## src/rtl/raizing_pll_pkg.sv

```systemverilog
// Shared types and helpers for the Raizing PLL bring-up sequencer.
// Latency: n/a (declarations only). Backpressure: n/a.
// Contents: sequencer state encoding (also exported on the debug port) and a
// constant-evaluable ceil(log2) used to size the shared sequencing timer.
package raizing_pll_pkg;

    typedef enum logic [2:0] {
        HOLD      = 3'd0,
        WAIT_LOCK = 3'd1,
        STABLE    = 3'd2,
        RELEASE   = 3'd3,
        RUN       = 3'd4,
        FAIL      = 3'd5
    } pll_state_t;

    // Bits needed to count 0 .. value-1; never less than 1.
    function automatic int clog2(input int unsigned value);
        int unsigned v;
        int          r;
        v = (value > 0) ? value - 1 : 0;
        r = 0;
        while (v > 0) begin
            r++;
            v = v >> 1;
        end
        return (r == 0) ? 1 : r;
    endfunction

endpackage

```

## src/rtl/raizing_sync2.sv

```systemverilog
// Two-flop synchroniser for a single asynchronous level flag.
// Latency: 2 clk cycles from flag change to flag_sync. Backpressure: none.
// Ports: clk (destination clock), rst (sync active-high, clears both flops),
//        flag (async input), flag_sync (synchronised output).
module raizing_sync2 (
    input  logic clk,
    input  logic rst,
    input  logic flag,
    output logic flag_sync
);

    logic meta;

    always_ff @(posedge clk) begin
        if (rst) begin
            meta      <= 1'b0;
            flag_sync <= 1'b0;
        end else begin
            meta      <= flag;
            flag_sync <= meta;
        end
    end

endmodule

```

## src/rtl/raizing_pll_seq.sv

```systemverilog
// PLL bring-up sequencer: holds the PLL in reset, qualifies lock, retries on
// timeout and releases core_rst only after lock has been stable long enough.
// Latency: all outputs registered; pll_locked edge reaches the FSM after 3 cycles.
// Backpressure: none; relock_req is a one-cycle pulse acted on immediately.
// Ports: refclk, rst (sync active-high); pll_locked (async), relock_req;
//        pll_rst, core_rst, ready, fail; retry_cnt, lost_cnt, state (debug).
module raizing_pll_seq
    import raizing_pll_pkg::*;
#(
    parameter int unsigned RST_HOLD      = 16,
    parameter int unsigned LOCK_STABLE   = 1024,
    parameter int unsigned LOCK_TIMEOUT  = 65535,
    parameter int unsigned CORE_RST_HOLD = 64,
    parameter int unsigned MAX_RETRY     = 7
) (
    input  logic       refclk,
    input  logic       rst,
    input  logic       pll_locked,
    input  logic       relock_req,
    output logic       pll_rst,
    output logic       core_rst,
    output logic       ready,
    output logic       fail,
    output logic [3:0] retry_cnt,
    output logic [7:0] lost_cnt,
    output logic [2:0] state
);

    localparam int unsigned MAX_AB    = (RST_HOLD > LOCK_STABLE) ? RST_HOLD : LOCK_STABLE;
    localparam int unsigned MAX_CD    = (LOCK_TIMEOUT > CORE_RST_HOLD) ? LOCK_TIMEOUT : CORE_RST_HOLD;
    localparam int unsigned MAX_PARAM = (MAX_AB > MAX_CD) ? MAX_AB : MAX_CD;
    localparam int          TIMER_W   = clog2(MAX_PARAM);

    // The timer counts 0..N-1 inside a state, so the last cycle is N-1.
    localparam logic [TIMER_W-1:0] HOLD_LAST    = TIMER_W'(RST_HOLD - 1);
    localparam logic [TIMER_W-1:0] TIMEOUT_LAST = TIMER_W'(LOCK_TIMEOUT - 1);
    localparam logic [TIMER_W-1:0] STABLE_LAST  = TIMER_W'(LOCK_STABLE - 1);
    localparam logic [TIMER_W-1:0] CRH_LAST     = TIMER_W'(CORE_RST_HOLD - 1);
    localparam logic [3:0]         RETRY_LIMIT  = 4'(MAX_RETRY);

    pll_state_t         cur_state;
    pll_state_t         nxt_state;
    logic [TIMER_W-1:0] timer;
    logic               lock_s;
    logic               lock_lost;
    logic               retry_inc;
    logic               timer_run;

    raizing_sync2 u_lock_sync (
        .clk       (refclk),
        .rst       (rst),
        .flag      (pll_locked),
        .flag_sync (lock_s)
    );

    assign timer_run = (cur_state != RUN) && (cur_state != FAIL);
    assign state     = cur_state;

    always_comb begin
        nxt_state = cur_state;
        lock_lost = 1'b0;
        retry_inc = 1'b0;
        case (cur_state)
            HOLD: begin
                if (timer == HOLD_LAST) nxt_state = WAIT_LOCK;
            end
            WAIT_LOCK: begin
                // Lock seen on the timeout cycle still wins.
                if (lock_s) begin
                    nxt_state = STABLE;
                end else if (timer == TIMEOUT_LAST) begin
                    retry_inc = 1'b1;
                    nxt_state = (retry_cnt + 4'd1 == RETRY_LIMIT) ? FAIL : HOLD;
                end
            end
            STABLE: begin
                // A dropout here is not a failed attempt, just restart qualification.
                if (!lock_s)                  nxt_state = WAIT_LOCK;
                else if (timer == STABLE_LAST) nxt_state = RELEASE;
            end
            RELEASE: begin
                if (!lock_s) begin
                    lock_lost = 1'b1;
                    nxt_state = HOLD;
                end else if (timer == CRH_LAST) begin
                    nxt_state = RUN;
                end
            end
            RUN: begin
                if (!lock_s) begin
                    lock_lost = 1'b1;
                    nxt_state = HOLD;
                end
            end
            FAIL: begin
                nxt_state = FAIL;
            end
            default: nxt_state = HOLD;
        endcase
        // Re-sequence request overrides everything; lock_lost is still honoured.
        if (relock_req) nxt_state = HOLD;
    end

    always_ff @(posedge refclk) begin
        if (rst) begin
            cur_state <= HOLD;
            timer     <= '0;
            pll_rst   <= 1'b1;
            core_rst  <= 1'b1;
            ready     <= 1'b0;
            fail      <= 1'b0;
            retry_cnt <= '0;
            lost_cnt  <= '0;
        end else begin
            cur_state <= nxt_state;

            // relock_req in HOLD counts as a fresh entry and restarts the hold.
            if ((nxt_state != cur_state) || relock_req) timer <= '0;
            else if (timer_run)                        timer <= timer + TIMER_W'(1);

            pll_rst  <= (nxt_state == HOLD);
            core_rst <= (nxt_state != RUN);
            ready    <= (nxt_state == RUN);
            fail     <= (nxt_state == FAIL);

            if (relock_req || (nxt_state == RUN)) retry_cnt <= '0;
            else if (retry_inc)                   retry_cnt <= retry_cnt + 4'd1;

            if (lock_lost && (lost_cnt != 8'hFF)) lost_cnt <= lost_cnt + 8'd1;
        end
    end

endmodule

```

## config.mk

```make
export PLATFORM = sky130hd
export DESIGN_NAME = raizing_pll_seq
export DESIGN_NICKNAME = d
export VERILOG_FILES = /design/src/rtl/raizing_pll_pkg.sv /design/src/rtl/raizing_sync2.sv /design/src/rtl/raizing_pll_seq.sv
export SDC_FILE = /design/constraint.sdc
export NUM_CORES = 1
export LEC_CHECK = 0
export CORE_MARGIN = 3
export CORE_UTILIZATION = 30
export CTS_CLUSTER_SIZE = 40
export DETAILED_ROUTE_END_ITERATION = 7
export DONT_BUFFER_PORTS = 1
export PLACE_DENSITY_LB_ADDON = 0.25
export RECOVER_POWER = 50
export SLEW_MARGIN = 20
export SYNTH_ARGS = -nofsm -noshare
export SYNTH_HDL_FRONTEND = slang
export SYNTH_SLANG_ARGS = --single-unit
export TNS_END_PERCENT = 10
```

## constraint.sdc

```tcl
create_clock -name refclk -period 7.3 [get_ports refclk]
set_clock_uncertainty 0.05 [all_clocks]
set_input_delay 0 -clock refclk [delete_from_list [all_inputs] [get_ports refclk]]
set_output_delay 0 -clock refclk [all_outputs]
set_load 0.01 [all_outputs]
```

# Word-level counts from Yosys, hierarchy flattened
# Index checks and enable logic that the tools add are counted.
# Widths: inputs -> output; s select.
# classes
n_eq_ne	17
addsub	3
reduce_logical	9
mux	16
# ops
cell	count
$mux 3	10
$pmux 3 s6	1
$add 16x1->16 const B	1
$eq 16x10->1 const B	1
$eq 16x16->1 const B	1
$eq 16x4->1 const B	1
$eq 16x6->1 const B	1
$eq 3x3->1 const B	4
$ne 3x3->1 const B	3
$add 8x1->8 const B	1
$ne 8x8->1 const B	1
$eq 3x2->1 const B	2
$logic_not 3->1	2
$reduce_or 2->1	3
$mux 1	5
$add 4x1->4 const B	1
$eq 4x3->1 const B	1
$eq 3x1->1 const B	1
$ne 3x3->1	1
$logic_and 1x1->1	2
$logic_or 1x1->1	2
# totals
out_inout_bits	19
reg_bits	37
elab_cells	55
in_bits	4

# Logic depth before layout (Yosys ltp)
# depth
word_depth	10
ltp_mapped	10
ltp_nobuf	8

# Hierarchy
# Synthesis repeated with hierarchy kept, for this count alone.
# hier_totals
cells_unflattened	209
area_unflattened_um2	1909.3
# by_module_without_submodules
mod	n_inst	cells_per_inst	seq_area_each_um2	area_per_inst_um2
raizing_pll_seq	1	205	700.7	1856.8
raizing_sync2	1	4	40.0	52.6

# Worst setup path after synthesis
# OpenSTA, ideal clock, no wires.
# synth_path
kind	flip-flop to flip-flop
from	reg timer[1]
to	reg timer[10]
arrival_time_ns	2.364
t_required_ns	7.124
stages_incl_launch_ff	10
setup_time_ns	0.126
n_path_buf	2
setup_slack_ns	4.760
synth_period_minus_slack_ns	2.540
cell_sequence	dfxtp_1 ha_1 or4b_1 nor4_4 o21ai_1 or3b_1 buf_6 xor2_4 buf_6 nor3_2
# synth_via
elab_chain_cells	8
elab_cells_between_ends	17
classes_between	1 x add/sub; 5 x eq/ne; 9 x mux; 2 x reduce/logical
# synth_lines
item	line	rtl
from (decl)	raizing_pll_seq.sv:43	logic [TIMER_W-1:0] timer;
from (signal assigned)	raizing_pll_seq.sv:119	else if (timer_run) timer <= timer + TIMER_W'(1);
$eq 16x6->1 (tied with other cells)	raizing_pll_seq.sv:85	end else if (timer == CRH_LAST) begin
$mux 3 (on tied branches)	raizing_pll_seq.sv:85, raizing_pll_seq.sv:71, raizing_pll_seq.sv:79	
$mux 3 (on tied branches)	raizing_pll_seq.sv:82, raizing_pll_seq.sv:69, raizing_pll_seq.sv:78	
$pmux 3 s6	raizing_pll_seq.sv:63	case (cur_state)
$mux 3	raizing_pll_seq.sv:101	if (relock_req) nxt_state = HOLD;
$ne 3x3->1	raizing_pll_seq.sv:118	if ((nxt_state != cur_state) || relock_req) timer <= '0;
$logic_or 1x1->1	raizing_pll_seq.sv:118	
$reduce_or 2->1 (no source line)	n/a	
# Parallel ways exist; a longest one is shown, timed or not.
# A chain may end at the register's enable or synchronous reset.

# Worst setup path after layout
# layout_path
from	reg timer[1]
to	reg timer[2]
# Same word-level chain as after synthesis.

==> results.md <==
* Run status: finished clean
* First-pass iteration count of the detailed router at 4
* WP data arrival at 3360 ps
* Initial Utilization at between 30% and 40%
* DRC viols at 0
* Final ANT Viol Nets at 0
* Sw Ratio at between 20% and 30%
* Comb pwr share at roughly 2.6%
* Total Power at around 0.35 mW
* Hold Path Cell Cnt at 3
* Syn Inst Count at roughly 210
* Clock slew seen by the registers of the worst setup and hold paths at 70 ps
* Largest net degree at the start of global routing at 19
* Clock Sinks at 37
* Count of standard-cell rows at 28
* Total negative setup slack at 0 ps
* Routed len/inst at between 10 and 15 um
* Worst-path maximum fanout at 16
* Min Hold Slack at slightly above 60 ps
* Internal power at between 0.2 and 0.3 mW
* Peak supply drop at around 0.077 mV
* P_leak at between 0.7 and 0.8 nW
* First-pass GRT wire length at about 7000 um
* Clock power frac at about two fifths
* Die H at about 86 um
* Root Buffer: clkbuf_8
* Synth Net Count at roughly 220
* Vias post-DR at between 1000 and 1500
* Post-synth EDFFs at 0
* Hold Crit Class: primary input to register
* Routed Wire Length at between 3000 and 4000 um
* Final-report setup violation count at 0
* H-tree depth at 2
* Final core occ at around 34%
* CP endpoint kind: register
* Worst Reg-to-Reg Cells at 7
* F_max at approximately 0.31 GHz
* Maximum clock insertion buffer count at 2
* Die area at roughly 0.0075 mm^2
* Layout cells sized above 1 at approximately 11%
* TritonCTS Buffers at 5
* Max-cap violation count at 0
* Vias in the first global route at about 1300
* Post-layout net count at 224
* Initial antenna violation count at 0
* Crit path kind: register to register
* Syn. warnings at 0
* PD cells at around 170 mW/mm^2
* Flops & latches, synth at 37
* Tcrit/Tclk final at between 40% and 50%
* Die Width at approximately 86 um
* Slew headroom at a little under two fifths
* CTS tree: yes
* Worst-Skew Late Latency at 290 ps
* Top_reg_cell synth: dfxtp_1
* Fillers at roughly 650
* RR Startpoint: timer[1]
* Total core area at ~0.0061 mm^2
* Top-level I/O count at 23
* Switching pwr at between 0.07 and 0.08 mW
* Via-to-Cell Ratio at approximately 5.0
* Netlist Area Pre-Place at 0.00194 mm^2
* Max-slew violations at 0
* Share of the yosys chip area belonging to registers at a little under two fifths
* Hold Path Origin: relock_req
* Final hold vios at 0
* Sequential share of power at 58.3%
* Mean post-synth cell area at approximately 9.1 um^2
* Worst setup SP type: register
* Number of diodes at 0
* Critical Path RT at between 7000 and 8000 ps
* Global Route Usage Sum at between 10% and 20%
* Dpl hpwl at 2740 um
* Post-route minimum period at around 3300 ps
* Worst Tran Pin Value at between 900 and 1000 ps
* PostCTS Resize Cnt at 0
* Port bufs at 0
* Count of different cell masters after synthesis at 51
* Reg2reg end: timer[2]
* Initial drt markers at 140
* Endpoint, Worst Hold: retry_cnt[3]
* Syn-to-layout area delta at 7.29%
* Worst R2R Setup Slack at between 4000 and 5000 ps
* RSZ-0062 raised after global routing: false
* Total gr overflow at 0
* Final GP Congestion at 0.812
* Ys async rst share at 0%
[timing repair]
item | CTS | global route
hold buffers | 3 | 0
setup endpoints to repair | 0 | 0
hold endpoints to repair | 21 | 0
setup buffers | 0 | 0
[registers in the layout (all words and copies together), names as in the netlist, 3 cells and up]
signal     cells
lost_cnt       8
timer         16
state          3
retry_cnt      4
[cells in the mapped netlist (all sizes together) (2+ instances only)]
master / n / share of area, %
dfxtp: 37 / 38
nor2: 24 / 4.6
xor2: 17 / 8.7
nor3: 16 / 7.0
nand2: 14 / 2.7
nand4: 12 / 3.9
o21ai: 7 / 1.8
xnor2: 7 / 3.2
a21oi: 6 / 1.5
nand3: 6 / 1.5
and2: 5 / 1.7
ha: 5 / 3.2
inv: 5 / 0.97
nor2b: 5 / 1.6
and3: 4 / 1.4
buf: 4 / 2.0
or3: 4 / 1.3
a211oi: 3 / 1.2
clkbuf: 3 / 0.58
nor4: 3 / 1.7
nand2b: 2 / 0.65
nand3b: 2 / 0.77
[worst max-delay path by stage]
stage              from  slack [ps]        end
5_1_grt        timer[1]        3800   timer[2]
2_1_floorplan  timer[1]        4760  timer[10]
6_report       timer[1]        4020   timer[2]
3_3_place_gp   timer[1]        4250   timer[1]
4_1_cts        timer[1]        4240   timer[2]
3_5_place_dp   timer[1]        4250   timer[5]
[power groups by stage]
stage          clock network (mW)  registers, mW  logic (mW)
4_1_cts                     0.144          0.204     0.00910
2_1_floorplan                   0          0.208     0.00620
6_report                    0.137          0.204     0.00900
3_5_place_dp                    0          0.208     0.00665
5_1_grt                     0.159          0.204     0.00995
3_3_place_gp                    0          0.208     0.00667
[layer usage]
layer,up-vias,track usage (%),share of wire (%)
met2,20,16.1,44
met5,-,0,0
li1,754,-,-
met3,6,3.61,4.2
met4,0,5.52,1.4
met1,672,16.1,50
[placed cells by master (no fill, tap or decap), types with 2 or more instances in the layout]
cell type / netlist / layout
nor2_1: 24 / 24
nand4_1: 12 / 12
nor3_1: 6 / 6
nor3_2: 9 / 9
dfxtp_1: 37 / 37
nand2_1: 14 / 14
nand2b_1: 2 / 2
and2_1: 4 / 4
a21oi_1: 6 / 6
nor2b_1: 5 / 5
nand3b_1: 2 / 2
or3_1: 4 / 4
xor2_1: 16 / 16
nor4_1: 2 / 3
clkbuf_8: 0 / 5
and3_1: 3 / 3
nand3_1: 6 / 6
ha_1: 5 / 5
xnor2_1: 7 / 7
dlygate4sd3_1: 0 / 3
o21ai_0: 6 / 6
a211oi_1: 3 / 3
inv_1: 5 / 5
clkinv_2: 0 / 2
[through the flow]
| step | instance area, um^2 | std cells | setup WS, ps |
|---|---|---|---|
| after floorplan | 1940 | 212 | 4760 |
| after global placement | 1980 | 280 | 4250 |
| after detailed placement | 1980 | 280 | 4250 |
| after CTS | 2090 | 291 | 4240 |
| after global routing | 2080 | 291 | 3800 |
| final | 2080 | 291 | 4020 |
[layout make-up]
type / count / area (um^2) / share of cell area (%)
tap: 75 / 93.8 / 4.51
inverter: 5 / 18.8 / 0.903
clock inverter: 2 / 10.0 / 0.481
clock buffer: 6 / 72.6 / 3.49
sequential: 37 / 741 / 35.6
timing repair buffer: 3 / 30.0 / 1.44
multi-input combinational: 163 / 1110 / 53.6
[kinds of logic after synthesis]
| logic type | Yosys count | synth area share (%) |
|---|---|---|
| simple gates | 107 | 33.5 |
| xor+xnor | 24 | 11.8 |
| flops | 37 | 38.2 |
| fa+ha+maj | 5 | 3.23 |
| buf+inv | 12 | 3.55 |
| compound gates | 26 | 9.17 |
| mux | 1 | 0.516 |
[critical path, stage by stage (launching register included)]
cell	delay, ps
dfxtp_1	400
ha_1	240
or4b_1	490
nor4_1	600
o21ai_1	100
or3b_1	550
xor2_4	590
nor3_1	100
Note: power is estimated with default switching activity, not from simulation.
